[src/rtl/uart_rx_ctrl_pkg.sv]
`default_nettype none
// +----------------------------------------------------------------------+
// | Module      : uart_rx_ctrl_pkg                                       |
// | Description : Shared UART receive types and bit-timing constants.    |
// |               rx_state_t : receive FSM state encoding                |
// |               CLKS_PER_BIT / HALF_BIT : 9600 baud at 50 MHz          |
// |               calc_parity : expected parity bit for a data word      |
// | Revision    : 1.0  initial release                                   |
// +----------------------------------------------------------------------+
package uart_rx_ctrl_pkg;

  typedef enum logic [2:0] {
    IDLE   = 3'd0,
    START  = 3'd1,
    DATA   = 3'd2,
    PARITY = 3'd3,
    STOP   = 3'd4,
    BREAK  = 3'd5
  } rx_state_t;

  localparam int CLKS_PER_BIT = 5208;
  localparam int HALF_BIT     = 2604;

  // Parity bit the transmitter should have sent: even parity makes the
  // total count of ones even, odd parity inverts that.
  function automatic logic calc_parity(input logic [7:0] data, input logic odd);
    return (^data) ^ odd;
  endfunction

endpackage
`default_nettype wire

[src/rtl/uart_rx_ctrl_if.sv]
`default_nettype none
// +----------------------------------------------------------------------+
// | Module      : uart_rx_ctrl_if                                        |
// | Description : CPU-side receive bus of the UART receiver.             |
// |   rx_data    received byte, valid while rx_valid                     |
// |   rx_valid   holding register full                                  |
// |   rx_ready   consumer accepts the byte when rx_valid && rx_ready     |
// |   frame_err  1-cycle pulse, stop bit sampled low                     |
// |   parity_err 1-cycle pulse, parity mismatch                          |
// |   overrun    1-cycle pulse, good byte dropped (holding reg full)     |
// |   busy       receiver is inside a frame or a break                   |
// |   master = receiver side, slave = consumer side                      |
// | Revision    : 1.0  initial release                                   |
// +----------------------------------------------------------------------+
interface uart_rx_ctrl_if #(
  parameter int DATA_BITS = 8
);
  logic [DATA_BITS-1:0] rx_data;
  logic                 rx_valid;
  logic                 rx_ready;
  logic                 frame_err;
  logic                 parity_err;
  logic                 overrun;
  logic                 busy;

  modport master (
    output rx_data, rx_valid, frame_err, parity_err, overrun, busy,
    input  rx_ready
  );

  modport slave (
    input  rx_data, rx_valid, frame_err, parity_err, overrun, busy,
    output rx_ready
  );
endinterface
`default_nettype wire

[src/rtl/uart_rx_ctrl_sync.sv]
`default_nettype none
// +----------------------------------------------------------------------+
// | Module      : uart_rx_sync                                           |
// | Description : Multi-flop synchroniser for the asynchronous serial    |
// |               line plus falling-edge detection on the synchronised   |
// |               value.                                                 |
// |   clk, rst_n  clock, asynchronous active-low reset                   |
// |   rx_pin      raw serial line (idle high)                            |
// |   rx_s        synchronised line                                      |
// |   rx_fall     1-cycle strobe on a synchronised 1->0 transition       |
// | Revision    : 1.0  initial release                                   |
// +----------------------------------------------------------------------+
module uart_rx_sync #(
  parameter int SYNC_STAGES = 2
) (
  input  logic clk,
  input  logic rst_n,
  input  logic rx_pin,
  output logic rx_s,
  output logic rx_fall
);

  logic [SYNC_STAGES-1:0] r_sync;
  logic                   r_prev;

  // Flops preset to the idle level so leaving reset never looks like a
  // start bit.
  always_ff @(posedge clk or negedge rst_n) begin
    if (!rst_n) begin
      r_sync <= '1;
      r_prev <= 1'b1;
    end else begin
      r_sync <= {r_sync[SYNC_STAGES-2:0], rx_pin};
      r_prev <= r_sync[SYNC_STAGES-1];
    end
  end

  assign rx_s    = r_sync[SYNC_STAGES-1];
  assign rx_fall = r_prev & ~r_sync[SYNC_STAGES-1];

endmodule
`default_nettype wire

[src/rtl/uart_rx_ctrl.sv]
`default_nettype none
// +----------------------------------------------------------------------+
// | Module      : uart_rx_ctrl                                           |
// | Description : UART receive controller. Detects the start bit,        |
// |               samples DATA_BITS LSB-first, optional parity and one   |
// |               stop bit on the mid-bit bps_clk strobe, and presents   |
// |               the byte in a 1-entry holding register.                |
// |   clk, rst_n  clock, asynchronous active-low reset                   |
// |   rx_pin      asynchronous serial line, idle high                    |
// |   bps_clk     1-cycle mid-bit sample strobe from bps_module          |
// |   count_sig   enables the bps_module counter (low clears it)         |
// |   bus         CPU-side receive bus (uart_rx_ctrl_if.master)          |
// | Revision    : 1.0  initial release                                   |
// +----------------------------------------------------------------------+
module uart_rx_ctrl
  import uart_rx_ctrl_pkg::*;
#(
  parameter int DATA_BITS   = 8,
  parameter bit PARITY_EN   = 1'b0,
  parameter bit PARITY_ODD  = 1'b0,
  parameter int SYNC_STAGES = 2
) (
  input  logic           clk,
  input  logic           rst_n,
  input  logic           rx_pin,
  input  logic           bps_clk,
  output logic           count_sig,
  uart_rx_ctrl_if.master bus
);

  localparam int                c_cnt_w    = $clog2(DATA_BITS);
  localparam logic [c_cnt_w-1:0] c_last_bit = c_cnt_w'(DATA_BITS - 1);

  logic w_rx_s;
  logic w_rx_fall;

  rx_state_t            r_state;
  logic                 r_count_sig;
  logic [c_cnt_w-1:0]   r_bit_cnt;
  logic [DATA_BITS-1:0] r_shift;
  logic                 r_par_err;
  logic [DATA_BITS-1:0] r_data;
  logic                 r_valid;
  logic                 r_frame_err;
  logic                 r_parity_err;
  logic                 r_overrun;
  logic                 r_busy;

  uart_rx_sync #(
    .SYNC_STAGES (SYNC_STAGES)
  ) u_sync (
    .clk     (clk),
    .rst_n   (rst_n),
    .rx_pin  (rx_pin),
    .rx_s    (w_rx_s),
    .rx_fall (w_rx_fall)
  );

  always_ff @(posedge clk or negedge rst_n) begin
    if (!rst_n) begin
      r_state      <= IDLE;
      r_count_sig  <= 1'b0;
      r_bit_cnt    <= '0;
      r_shift      <= '0;
      r_par_err    <= 1'b0;
      r_data       <= '0;
      r_valid      <= 1'b0;
      r_frame_err  <= 1'b0;
      r_parity_err <= 1'b0;
      r_overrun    <= 1'b0;
      r_busy       <= 1'b0;
    end else begin
      r_frame_err  <= 1'b0;
      r_parity_err <= 1'b0;
      r_overrun    <= 1'b0;

      // Consumer handshake; a load in STOP below overrides this so a
      // same-cycle consume + load keeps rx_valid high with the new byte.
      if (r_valid && bus.rx_ready) begin
        r_valid <= 1'b0;
      end

      case (r_state)
        IDLE: begin
          if (w_rx_fall) begin
            r_state     <= START;
            r_count_sig <= 1'b1;
            r_busy      <= 1'b1;
          end
        end

        START: begin
          if (bps_clk) begin
            if (w_rx_s) begin
              // Line back high at mid start bit: glitch, not a frame.
              r_state     <= IDLE;
              r_count_sig <= 1'b0;
              r_busy      <= 1'b0;
            end else begin
              r_state   <= DATA;
              r_bit_cnt <= '0;
              r_par_err <= 1'b0;
            end
          end
        end

        DATA: begin
          if (bps_clk) begin
            // LSB arrives first, so shift in at the top and move down.
            r_shift <= {w_rx_s, r_shift[DATA_BITS-1:1]};
            if (r_bit_cnt == c_last_bit) begin
              r_state <= PARITY_EN ? PARITY : STOP;
            end else begin
              r_bit_cnt <= r_bit_cnt + 1'b1;
            end
          end
        end

        PARITY: begin
          if (bps_clk) begin
            r_par_err <= (w_rx_s != calc_parity(8'(r_shift), PARITY_ODD));
            r_state   <= STOP;
          end
        end

        STOP: begin
          if (bps_clk) begin
            r_count_sig <= 1'b0;
            if (!w_rx_s) begin
              r_frame_err <= 1'b1;
              r_state     <= BREAK;
            end else if (r_par_err) begin
              r_parity_err <= 1'b1;
              r_state      <= IDLE;
              r_busy       <= 1'b0;
            end else if (r_valid && !bus.rx_ready) begin
              r_overrun <= 1'b1;
              r_state   <= IDLE;
              r_busy    <= 1'b0;
            end else begin
              r_data  <= r_shift;
              r_valid <= 1'b1;
              r_state <= IDLE;
              r_busy  <= 1'b0;
            end
          end
        end

        BREAK: begin
          // Wait out a held-low line; falling edges cannot occur here.
          r_count_sig <= 1'b0;
          if (w_rx_s) begin
            r_state <= IDLE;
            r_busy  <= 1'b0;
          end
        end

        default: begin
          r_state     <= IDLE;
          r_count_sig <= 1'b0;
          r_busy      <= 1'b0;
        end
      endcase
    end
  end

  assign count_sig      = r_count_sig;
  assign bus.rx_data    = r_data;
  assign bus.rx_valid   = r_valid;
  assign bus.frame_err  = r_frame_err;
  assign bus.parity_err = r_parity_err;
  assign bus.overrun    = r_overrun;
  assign bus.busy       = r_busy;

endmodule
`default_nettype wire

[src/flat_wrapper.sv]
// flat-port wrapper written by rule: the top's interface ports become plain ports
module uart_rx_ctrl_flat import uart_rx_ctrl_pkg::*;
#(
  parameter int DATA_BITS   = 8,
  parameter bit PARITY_EN   = 1'b0,
  parameter bit PARITY_ODD  = 1'b0,
  parameter int SYNC_STAGES = 2
)
  (clk, rst_n, rx_pin, bps_clk, count_sig, bus_rx_data, bus_rx_valid, bus_frame_err, bus_parity_err, bus_overrun, bus_busy, bus_rx_ready);
  uart_rx_ctrl_if #(.DATA_BITS(DATA_BITS)) bus_i ();
  input  logic clk;
  input  logic rst_n;
  input  logic rx_pin;
  input  logic bps_clk;
  output logic count_sig;
  output wire logic [$bits(bus_i.rx_data)-1:0] bus_rx_data;
  output wire logic [$bits(bus_i.rx_valid)-1:0] bus_rx_valid;
  output wire logic [$bits(bus_i.frame_err)-1:0] bus_frame_err;
  output wire logic [$bits(bus_i.parity_err)-1:0] bus_parity_err;
  output wire logic [$bits(bus_i.overrun)-1:0] bus_overrun;
  output wire logic [$bits(bus_i.busy)-1:0] bus_busy;
  input wire logic [$bits(bus_i.rx_ready)-1:0] bus_rx_ready;
  assign bus_rx_data = bus_i.rx_data;
  assign bus_rx_valid = bus_i.rx_valid;
  assign bus_frame_err = bus_i.frame_err;
  assign bus_parity_err = bus_i.parity_err;
  assign bus_overrun = bus_i.overrun;
  assign bus_busy = bus_i.busy;
  assign bus_i.rx_ready = bus_rx_ready;
  uart_rx_ctrl #(.DATA_BITS(DATA_BITS), .PARITY_EN(PARITY_EN), .PARITY_ODD(PARITY_ODD), .SYNC_STAGES(SYNC_STAGES)) u_core (.clk(clk), .rst_n(rst_n), .rx_pin(rx_pin), .bps_clk(bps_clk), .count_sig(count_sig), .bus(bus_i));
endmodule
[config.mk]
export PLATFORM = sky130hd
export DESIGN_NAME = uart_rx_ctrl_flat
export DESIGN_NICKNAME = d
export VERILOG_FILES = /design/src/rtl/uart_rx_ctrl_pkg.sv /design/src/rtl/uart_rx_ctrl_if.sv /design/src/rtl/uart_rx_ctrl_sync.sv /design/src/rtl/uart_rx_ctrl.sv /design/src/flat_wrapper.sv
export SDC_FILE = /design/constraint.sdc
export NUM_CORES = 1
export LEC_CHECK = 0
export CAP_MARGIN = 10
export CORE_ASPECT_RATIO = 0.9
export CORE_MARGIN = 8
export CORE_UTILIZATION = 45
export CTS_BUF_LIST = sky130_fd_sc_hd__clkbuf_8
export DETAILED_ROUTE_END_ITERATION = 7
export DONT_BUFFER_PORTS = 1
export SLEW_MARGIN = 10
export SYNTH_ARGS = -nofsm -noshare
export SYNTH_HDL_FRONTEND = slang
export SYNTH_SLANG_ARGS = --single-unit
[constraint.sdc]
create_clock -name clk -period 1.3 [get_ports clk]
set_input_delay 0.325 -clock clk [delete_from_list [all_inputs] [get_ports clk]]
set_output_delay 0.325 -clock clk [all_outputs]
set_load 0.01 [all_outputs]
==> results of run 1 <==
sequential cells by signal, indices dropped and copies added, names as in the netlist:
register and flops:
u_core.bus.busy 1, u_core.r_shift 8, u_core.bus.rx_data 8, u_core.u_sync.r_prev 1, u_core.bus.overrun 1, u_core.r_state 3, u_core.bus.frame_err 1, u_core.bus.rx_valid 1
u_core.bus.parity_err 1, u_core.r_bit_cnt 3, u_core.count_sig 1, u_core.u_sync.r_sync 2, u_core.r_par_err 1
stage by stage:
stage / cells / setup TNS, ns
4_1_cts: 185 / -2.43
2_1_floorplan: 108 / -1.83
3_3_place_gp: 170 / -2.68
5_1_grt: 185 / -3.91
6_report: 185 / -2.59
3_5_place_dp: 170 / -3.08
metal layers:
layer	routed length [microns]	share of wire, %	global-route usage [%]	up-vias
met5	0	0	0	-
met4	21	0.73	4.48	0
met3	154	5.3	5.63	5
met2	1370	47	16.3	20
met1	1350	47	14.0	451
li1	-	-	-	454
worst max-delay path: cells and delay by family, from the launching register on:
family / cells / cell delay (ns)
multiplexers: 1 / 0.36
AND/OR/NAND/NOR: 3 / 0.53
flip-flops: 1 / 0.47
report_power, final:
group	total, uW	leakage, uW	internal [uW]	switching [uW]
Clock	785	0.0000510	422	363
Sequential	1590	0.000412	1290	303
Combinational	2020	0.000491	1240	782
Total	4400	0.000954	2950	1450
what timing repair did:
action | CTS | global route
endpoints found under the hold margin | 32 | 0
setup buffers | 5 | 0
setup endpoints to repair | 22 | 25
hold buffers | 2 | 0
gates resized for setup | 15 | 13
pin swaps | 6 | 2
cell usage in the layout, fill, tap and decap left out, types with 3 or more instances in the layout:
cell type / count
a22o_1: 4
xnor2_1: 3
nor2_1: 4
o21ai_1: 3
dfrtp_1: 27
buf_6: 3
clkbuf_8: 6
dfstp_2: 3
mux2_4: 17
nand2b_1: 4
o21ai_0: 3
buf_4: 27
nand2_1: 3
cells by family after synthesis:
family,after synthesis
AO/OA/AOI/OAI,19
XOR/XNOR,7
adder cells (fa/ha/maj),2
buffers and inverters,7
flip-flops,32
multiplexers,17
AND/OR/NAND/NOR,24
cell type report:
type / instances / share of cell area (%)
Inverter: 2 / 0.380
Clock inverter: 2 / 0.507
Sequential cell: 32 / 40.9
Multi-Input combinational cell: 69 / 37.9
Timing Repair Buffer: 32 / 13.5
Tap cell: 42 / 2.66
Clock buffer: 6 / 4.18
worst max path at each step:
stage	start	to	slack, ns	depth (start not counted)
final	u_core.r_state[0]$_DFFE_PN0P_	u_core.bus.rx_data[2]$_DFFE_PN0P_	-0.17	4
after global routing	u_core.r_state[0]$_DFFE_PN0P_	u_core.bus.rx_data[7]$_DFFE_PN0P_	-0.22	4
after CTS	u_core.u_sync.r_prev$_DFF_PN1_	u_core.count_sig$_DFFE_PN0P_	-0.15	4
after detailed placement	u_core.r_state[2]$_DFFE_PN0P_	u_core.bus.rx_data[2]$_DFFE_PN0P_	-0.20	4
after global placement	u_core.r_state[2]$_DFFE_PN0P_	u_core.bus.rx_data[6]$_DFFE_PN0P_	-0.16	4
after floorplan	u_core.u_sync.r_sync[1]$_DFF_PN1_	u_core.count_sig$_DFFE_PN0P_	-0.11	5
==> key figures, run 1 <==
Logic synthesis
  • Largest family of logic cells by synthesized area: multiplexers
  • Netlist cell types: 33
  • Mux cell area share after synthesis: 14.9%
  • Synth top cells by count: 29 x dfrtp_1, 9 x mux2_2, 8 x mux2_4, 8 x o21ai_0, 5 x nor2_1
  • Compound-gate portion of the synthesized area: 8.69%
  • Yosys top cell by area: dfrtp_1
  • Adder-Cell Fraction of Synth Area: 1.69%
  • Synthesized cell area: 1480 sq um
  • EDFF count, synth: 0
  • Yosys Warn Count: 0
  • Async set-or-reset flop fraction in the synthesized netlist: 100%
  • Synth Area per Inst: 13.7 sq um
  • Synth Register Bits: 32
  • Share of the synthesized area in the top cell type: 48.9%
  • Mapped Cells: 108
  • Most frequent cell after synthesis: dfrtp_1
  • Synth Area in XOR/XNOR: 5.06%
  • Syn Nets: 115
  • Prevailing post-synth register cell: dfrtp_1
  • Seq/Total Area, Yosys: 54.3%
  • Post-Synth Simple-Gate Area: 11.7%
  • Ranking of synthesized cells by area: dfrtp_1 49%, mux2_4 8.1%, mux2_2 6.8%

Placement
  • Final GP Congestion: 0.807
  • Detailed Place HPWL: 1.92 mm
  • Pre-CTS setup slack: -0.200 ns
  • # port buffers: 0
  • Placed Area: 1700 sq um

Timing
  • Slew headroom: 79.8%
  • Final Cycle Share: 113%
  • Max frequency: 679 MHz
  • Final min period: 1.47 ns
  • RSZ-0062 raised after global routing: true
  • Max-slew violations: 0
  • Final Hold Viols: 0
  • Hold Slack: 0.0365 ns
  • Least-Margin Pin Slew: 0.301 ns
  • Final Skew: 0.00593 ns
  • Endpoints failing setup: 23
  • Final worst-path setup slack: -0.172 ns

Global routing
  • Largest net degree at the start of global routing: 33
  • Vias in the first global route: 964
  • Total GRT Usage: 11.3%
  • Initial antenna violation count: 0
  • Global-route wire length before repair: 4.80 mm
  • Overflow after GRT: 0

Floorplan
  • Core area: 3090 sq um
  • Io pins: 19
  • Die area: 5390 sq um
  • FP Rows: 19
  • Initial Util: 48.0%
  • Die Ht: 70.5 microns
  • DIE WIDTH: 76.5 microns

Outcome
  • Failing checks: negative setup slack
  • Status: finished with violations

Route
  • Total number of vias: 930
  • Starting DRT DRC Count: 15
  • DR DRC count: 0
  • WL final: 2.90 mm
  • First-pass DRT Iterations: 4
  • Routed WL per cell: 15.6 microns
  • Post-route ant nets: 0
  • Vias per inst: 5.03

Pwr
  • Worst vdd ir: 1330 uV
  • Total power: 4400 uW
  • Pwr dens: 2230 nW/um^2
  • Leak: 0.000954 uW

Setup path
  • Worst Setup End Kind: flop
  • Crit path max-delay cell type: dfrtp_2
  • R2R Path Start: u_core.r_state[0]$_DFFE_PN0P_
  • CP Cell Sequence: nor2_4 > nand4_4 > nand3b_4 > mux2_4
  • Setup crit start kind: flop
  • Worst reg2reg endpoint: u_core.bus.rx_data[2]$_DFFE_PN0P_
  • R2R depth: 4
  • Crit-path max FO: 8
  • Crit Path Class: flop to flop
  • Worst EP arrival: 1.63 ns
  • CP required: 1.46 ns
  • Register-to-register setup slack: -0.17 ns
  • Worst path max stage delay: 0.47 ns

Clocking
  • Clock root cell: clkbuf_8
  • CTS tree: done
  • Clock buffer depth: 2
  • H-Tree Depth: 2
  • Clock Latency Late Sink: 0.28 ns
  • Worst-path clk slew: 0.06 ns
  • Total CTS buffers: 5
  • Clk sinks: 32

Worst hold path
  • Worst Hold Class: input pin to flop
  • Hold path cells: 0
  • Beginning of the worst hold path: rx_pin
  • Hold Crit Endpoint: u_core.u_sync.r_sync[0]$_DFF_PN1_

Cells and area
  • Nets: 149
  • Sequential standard cell area: 807 sq um
  • Fillers: 247
  • Footprint of the multi-input gates: 748 sq um
  • Layout cells sized above 1: 54.5%
  • Fin util: 63.9%
  • Post-route design area: 1970 sq um
  • Layout overhead on the synthesized area: 33.2%
  • Ant diodes: 0

Job
  • Max_cap viols: 0
Note: power is estimated with default switching activity, not from simulation.
==> run 2, diff against run 1 <==
--- a/config.mk
+++ b/config.mk
@@ -6,7 +6,7 @@
 export NUM_CORES = 1
 export LEC_CHECK = 0
 export CAP_MARGIN = 10
-export CORE_ASPECT_RATIO = 0.9
+export CORE_ASPECT_RATIO = 1.1
 export CORE_MARGIN = 8
 export CORE_UTILIZATION = 45
 export CTS_BUF_LIST = sky130_fd_sc_hd__clkbuf_8
==> key figures, run 2 (same netlist as run 1, synthesis figures left out) <==
Setup path
  • Crit-path max FO: 4 (-4)
  • Worst path max stage delay: 0.62 ns (+0.15 ns)
  • CP required: 1.51 ns (+0.05 ns)
  • CP Cell Sequence: nor4b_4 > buf_4 > or3b_1 > o21ai_1 > a22o_1
  • Crit path max-delay cell type: dfstp_2
  • Setup crit start kind: flop
  • Buf/Inv on CP: 1 (+1)
  • Worst EP arrival: 1.67 ns (+0.04 ns)
  • Cell class contributing the biggest share of worst-path delay: flip-flops
  • Worst Setup End Kind: flop
  • Crit Path Class: flop to flop

Timing
  • RSZ-0062 raised after global routing: true
  • Slew headroom: 81.1% (+1.3 points)
  • Final worst-path setup slack: -0.156 ns (+0.0159 ns)
  • Least-Margin Pin Slew: 0.282 ns (-0.0195 ns)
  • Max-slew violations: 0 (unchanged)
  • Final min period: 1.46 ns (-0.0159 ns)
  • Final Cycle Share: 112% (-1.2 points)
  • Endpoints failing setup: 22 (-4.3%)
  • Max frequency: 687 MHz (+1.1%)
  • Final Skew: 0.00733 ns (+0.00140 ns)
  • Final Hold Viols: 0 (unchanged)

Floorplan
  • Die area: 5390 sq um (about the same)
  • Die Ht: 76.2 microns (+8.2%)
  • Initial Util: 45.6% (-2.3 points)
  • DIE WIDTH: 70.7 microns (-7.5%)
  • Io pins: 19 (unchanged)
  • FP Rows: 22 (+3)
  • Core area: 3250 sq um (+5.1%)

Placement
  • Final GP Congestion: 0.724 (-10%)
  • Pre-CTS setup slack: -0.171 ns (+0.0289 ns)
  • Detailed Place HPWL: 1.84 mm (-4.4%)
  • Inst Count DP: 162 (-4.7%)
  • # port buffers: 0 (unchanged)

Global routing
  • Largest net degree at the start of global routing: 33 (unchanged)
  • Initial antenna violation count: 0 (unchanged)
  • Vias in the first global route: 955 (-0.93%)
  • Overflow after GRT: 0 (unchanged)
  • Global-route wire length before repair: 4.64 mm (-3.5%)
  • Total GRT Usage: 10.6% (-0.71 points)

Cells and area
  • Nets: 146 (-2.0%)
  • Fillers: 254 (+2.8%)
  • Layout overhead on the synthesized area: 31.6%
  • Ant diodes: 0 (unchanged)
  • Final cell count without fillers: 176 (-4.9%)
  • Most frequent cells in the layout: 27 x dfrtp_1, 24 x buf_4, 16 x mux2_4, 5 x o21ai_0, 5 x clkbuf_8
  • Footprint of the multi-input gates: 727 sq um (-2.8%)
  • Layout cells sized above 1: 52.1% (-2.4 points)
  • Commonest non-fill, non-tap cell in the layout: dfrtp_1
  • Sequential standard cell area: 807 sq um (unchanged)

Worst hold path
  • Worst Hold Class: input pin to flop

Outcome
  • Status: finished with violations
  • Failing checks: negative setup slack

Route
  • Vias per inst: 5.22 (+3.8%)
  • DR DRC count: 0 (unchanged)
  • WL final: 2.68 mm (-7.3%)
  • Routed WL per cell: 15.2 microns (-2.6%)
  • Starting DRT DRC Count: 35 (+20)
  • First-pass DRT Iterations: 4 (unchanged)
  • Total number of vias: 918 (-1.3%)
  • Post-route ant nets: 0 (unchanged)

Job
  • Max_cap viols: 0 (unchanged)

Clocking
  • H-Tree Depth: 2 (unchanged)
  • Clock root cell: clkbuf_8
  • Worst-path clk slew: 0.06 ns (about the same)
  • Clock Latency Late Sink: 0.28 ns (about the same)
  • Clk sinks: 32 (unchanged)
  • CTS tree: done
  • Total CTS buffers: 5 (unchanged)
  • Clock buffer depth: 2 (unchanged)

Pwr
  • Pwr dens: 2280 nW/um^2 (+2.5%)
  • Worst vdd ir: 1250 uV (-6.1%)
  • Leak: 0.000926 uW (-3.0%)
## run 2: worst reg2reg max path, cell delays in order (launching register included)
cell and delay, ns:
dfstp_2 0.62, nor4b_4 0.07, buf_4 0.14, or3b_1 0.34
o21ai_1 0.08, a22o_1 0.14
## run 2: final timing paths
path | from | to | slack [ns] | depth (start not counted)
worst max-delay path | u_core.u_sync.r_sync[1]$_DFF_PN1_ | u_core.count_sig$_DFFE_PN0P_ | -0.16 | 5
worst min-delay path | rx_pin | u_core.u_sync.r_sync[0]$_DFF_PN1_ | 0.04 | 0
worst max register to register | u_core.u_sync.r_sync[1]$_DFF_PN1_ | u_core.count_sig$_DFFE_PN0P_ | -0.16 | 5
worst min register to register | u_core.u_sync.r_sync[0]$_DFF_PN1_ | u_core.u_sync.r_sync[1]$_DFF_PN1_ | 0.36 | 0
max in group asynchronous | rst_n | u_core.u_sync.r_prev$_DFF_PN1_ | 0.57 | 2
min in group asynchronous | rst_n | u_core.r_shift[1]$_DFFE_PN0P_ | 0.49 | 2
## run 2: repair_timing
action / 4_1_cts / 5_1_grt
hold buffers: 2 / 0
pin swaps: 5 / 8
buffers inserted: 2 / 2
endpoints found under the hold margin: 32 / 0
gates resized for setup: 11 / 10
setup endpoints to repair: 22 / 23
## run 2: metal layers
metal | track usage (%) | part of all wire (%) | up-vias | wire, microns
met1 | 13.2 | 47 | 458 | 1250
li1 | - | - | 443 | -
met3 | 3.42 | 3.4 | 4 | 92
met4 | 5.00 | 1.0 | 0 | 28
met2 | 16.1 | 49 | 13 | 1310
met5 | 0 | 0 | - | 0
## run 2: area by class of cell
type / instances / share of cell area (%)
inverter: 2 / 0.385
clock buffer: 5 / 3.53
sequential: 32 / 41.4
multi-input combinational: 69 / 37.3
clock inverter: 3 / 2.18
tap: 36 / 2.31
timing repair buffer: 29 / 13.0
## run 2: power by group
group	switching (uW)	internal (uW)	total, uW
Sequential	304	1290	1590
Clock	362	566	928
Combinational	734	1200	1930
Total	1400	3050	4450
## run 2: per-stage QoR
step           util [%]  total power [uW]  setup TNS [ns]  hold slack (ns)  instance area (sq um)
3_5_place_dp       52.1              3220           -2.50           0.0304                   1690
6_report           60.1              4450           -2.25           0.0418                   1950
3_3_place_gp       52.1              3180           -2.15           0.0303                   1690
2_1_floorplan         -              2700           -1.83           0.0294                   1510
5_1_grt            60.1              4720           -3.89           0.0260                   1950
4_1_cts            58.2              4370           -2.23           0.0274                   1890
==> run 3, diff against run 2 <==
--- a/config.mk
+++ b/config.mk
@@ -15,4 +15,5 @@
 export SLEW_MARGIN = 10
 export SYNTH_ARGS = -nofsm -noshare
 export SYNTH_HDL_FRONTEND = slang
+export SYNTH_HIERARCHICAL = 1
 export SYNTH_SLANG_ARGS = --single-unit
==> key figures, run 3 <==
Outcome
  • Status: finished with violations
  • Failing checks: negative setup slack

Placement
  • Placed Area: 1680 sq um (-0.44%)
  • # port buffers: 0 (unchanged)
  • Final GP Congestion: 0.813 (+12%)
  • Detailed Place HPWL: 2.01 mm (+9.4%)

Route
  • Post-route ant nets: 0 (unchanged)
  • DR DRC count: 0 (unchanged)
  • Starting DRT DRC Count: 23 (-34%)
  • Vias per inst: 5.39 (+3.3%)
  • Total number of vias: 1,002 (+9.2%)
  • Routed WL per cell: 15.4 microns (+0.87%)
  • First-pass DRT Iterations: 4 (unchanged)
  • WL final: 2.86 mm (+6.6%)

Global routing
  • Vias in the first global route: 1,023 (+7.1%)
  • Global-route wire length before repair: 4.95 mm (+6.7%)
  • Initial antenna violation count: 0 (unchanged)
  • Overflow after GRT: 0 (unchanged)
  • Largest net degree at the start of global routing: 33 (unchanged)
  • Total GRT Usage: 11.5% (+0.95 points)

Timing
  • Least-Margin Pin Slew: 0.330 ns (+0.0484 ns)
  • Endpoints failing setup: 20 (-9.1%)
  • RSZ-0062 raised after global routing: true
  • Final Cycle Share: 107% (-5.0 points)
  • Final min period: 1.39 ns (-0.0650 ns)
  • Setup TNS: -1.17 ns (+1.08 ns)
  • Slew headroom: 77.8% (-3.3 points)
  • Max frequency: 719 MHz (+4.7%)
  • Final Skew: 0.00626 ns (-0.00107 ns)
  • Final Hold Viols: 0 (unchanged)
  • Final worst-path setup slack: -0.0910 ns (+0.0650 ns)
  • Max-slew violations: 0 (unchanged)

Worst hold path
  • Hold Crit Endpoint: u_core/u_sync/r_sync[0]$_DFF_PN1_
  • Hold path cells: 0 (unchanged)
  • Worst Hold Class: input pin to flop
  • Beginning of the worst hold path: rx_pin

Logic synthesis
  • Seq/Total Area, Yosys: 53.8% (-0.45 points)
  • Syn Nets: 128 (+11%)
  • Share of the synthesized area in the top cell type: 48.5% (-0.41 points)
  • Post-Synth Simple-Gate Area: 13.6% (+1.9 points)
  • Synth Register Bits: 32 (unchanged)
  • Prevailing post-synth register cell: dfrtp_1
  • Ranking of synthesized cells by area: dfrtp_1 49%, mux2_4 8.0%, mux2_2 6.0%
  • Synthesized cell area: 1500 sq um (+0.84%)
  • Async set-or-reset flop fraction in the synthesized netlist: 100% (unchanged)
  • Mapped Cells: 121 (+12%)
  • Synth Area per Inst: 12.4 sq um (-10%)
  • Largest family of logic cells by synthesized area: multiplexers
  • Yosys Warn Count: 6 (+6)
  • Adder-Cell Fraction of Synth Area: 1.67% (-0.014 points)
  • Mux cell area share after synthesis: 14.1% (-0.88 points)
  • EDFF count, synth: 0 (unchanged)
  • Synth Area in XOR/XNOR: 5.02% (-0.042 points)
  • Yosys top cell by area: dfrtp_1
  • Synth top cells by count: 29 x dfrtp_1, 9 x o21ai_0, 8 x mux2_2, 8 x mux2_4, 7 x nor2_1
  • Netlist cell types: 38 (+15%)
  • Most frequent cell after synthesis: dfrtp_1
  • Compound-gate portion of the synthesized area: 8.54% (-0.16 points)

Floorplan
  • Core area: 3250 sq um (unchanged)
  • DIE WIDTH: 71.0 microns (+0.33%)
  • Die Ht: 76.5 microns (+0.33%)
  • Die area: 5430 sq um (+0.66%)
  • Initial Util: 46.0% (+0.39 points)
  • FP Rows: 22 (unchanged)
  • Io pins: 19 (unchanged)

Pwr
  • Clock power share: 17.7% (-3.1 points)
  • Worst vdd ir: 698 uV (-44%)
  • Reg power frac: 39.2% (+3.5 points)
  • Leak: 0.000940 uW (+1.5%)
  • Switching share of total power: 32.2% (+0.72 points)
  • Int Pwr: 2600 uW (-15%)
  • Pwr dens: 1990 nW/um^2 (-13%)
  • Psw: 1230 uW (-12%)
  • Combinational share of power: 43.1% (-0.3 points)

Clocking
  • Clock buffer depth: 2 (unchanged)
  • Clock Latency Late Sink: 0.28 ns (about the same)
  • H-Tree Depth: 2 (unchanged)
  • Clock root cell: clkbuf_8
  • Worst-path clk slew: 0.06 ns (about the same)
  • CTS tree: done
  • Total CTS buffers: 5 (unchanged)
  • Clk sinks: 32 (unchanged)

Setup path
  • CP required: 1.46 ns (-0.05 ns)
  • Worst EP arrival: 1.55 ns (-0.12 ns)
  • Worst Setup End Kind: flop
  • Worst reg2reg endpoint: u_core/bus.rx_data[3]$_DFFE_PN0P_
  • Register-to-register setup slack: -0.09 ns (+0.07 ns)
  • Crit-path max FO: 8 (+4)
  • R2R Path Start: u_core/u_sync/r_sync[1]$_DFF_PN1_
  • R2R depth: 3 (-2)
  • Setup crit start kind: flop
  • Crit Path Class: flop to flop

Cells and area
  • Layout cells sized above 1: 45.3% (-6.8 points)
  • Commonest non-fill, non-tap cell in the layout: dfrtp_1
  • Ant diodes: 0 (unchanged)
  • Most frequent cells in the layout: 27 x dfrtp_1, 20 x buf_4, 16 x mux2_4, 8 x o21ai_0, 7 x nor2_1
  • Post-route design area: 1930 sq um (-1.2%)
  • Nets: 157 (+7.5%)
  • Layout overhead on the synthesized area: 29.0%

Job
  • Max_cap viols: 0 (unchanged)
## run 3: changes by cell type in the layout (fill, tap and decap cells not counted), sizes merged, moves of 2 or more
cell | previous run | this run
inv | 2 | 5
o21ai | 8 | 10
a31oi | 2 | 0
nand2 | 4 | 6
a21oi | 1 | 3
nor2 | 6 | 9
a22o | 4 | 1
nand3 | 2 | 4
o22ai | 0 | 2
## run 3: area by class of cell
cell class,count,area (sq um)
Tap cell,36,45.0
Sequential cell,32,807
Clock buffer,5,68.8
Timing Repair Buffer,28,248
Inverter,4,15.0
Fill cell,278,1320
Multi-Input combinational cell,79,736
Clock inverter,2,8.76
## run 3: kinds of logic (layout without fill, tap and decap cells)
group	Yosys count	count (layout)
and+or+nand+nor	33	33
DFF	32	32
AOI/OAI and AO/OA	21	21
muxes	16	16
buffers and inverters	10	39
xor gates and xnor gates	7	7
adders and majority gates	2	2
## run 3: power by group through the flow
stage,clock network (uW),registers [uW],logic (uW)
6_report,680,1510,1650
5_1_grt,742,1540,1800
2_1_floorplan,0,1490,1030
4_1_cts,708,1510,1530
3_3_place_gp,0,1510,1370
3_5_place_dp,0,1520,1400
## run 3: worst max-delay path, cell delays in order (launching register included)
cell and delay [ns]:
dfstp_2 0.59, nand4_4 0.09, nand3b_4 0.27, mux2_4 0.34
## run 3: per-stage QoR
step	instances	setup slack, ns	hold slack (ns)	total power (uW)	utilization, %
CTS	183	-0.0988	0.0372	3750	57.5
global route	186	-0.143	0.0327	4080	59.4
global placement	169	-0.110	0.0304	2880	51.8
floorplan	121	-0.0719	0.0294	2530	-
detailed placement	169	-0.232	0.0303	2920	51.8
finish	186	-0.0910	0.0484	3840	59.4
## run 3: repair_timing
action / in CTS / in global routing
endpoints found under the hold margin: 32 / 0
pin swaps: 7 / 8
gates resized for setup: 8 / 10
endpoints found under the setup margin: 22 / 25
hold buffers: 2 / 0
setup buffers: 5 / 3
## run 3: layer usage
metal / wire length (microns) / global-route usage (%) / part of all wire, %
met4: 46 / 5.00 / 1.6
met1: 1100 / 12.4 / 38
met2: 1530 / 19.6 / 54
met5: 0 / 0 / 0
met3: 181 / 4.34 / 6.3
## run 3: worst max path at each step
stage                                                  from                                 to  slack, ns  cells past startpoint
after detailed placement      u_core/r_state[1]$_DFFE_PN0P_    u_core/r_bit_cnt[0]$_DFFE_PN0P_      -0.23                      5
after global routing        u_core/r_bit_cnt[0]$_DFFE_PN0P_    u_core/r_bit_cnt[0]$_DFFE_PN0P_      -0.14                      6
after global placement        u_core/r_state[2]$_DFFE_PN0P_      u_core/r_shift[5]$_DFFE_PN0P_      -0.11                      4
after CTS                     u_core/r_state[0]$_DFFE_PN0P_  u_core/bus.rx_data[3]$_DFFE_PN0P_       -0.1                      4
after floorplan               u_core/r_state[1]$_DFFE_PN0P_  u_core/bus.rx_data[0]$_DFFE_PN0P_      -0.07                      5
final                     u_core/u_sync/r_sync[1]$_DFF_PN1_  u_core/bus.rx_data[3]$_DFFE_PN0P_      -0.09                      3
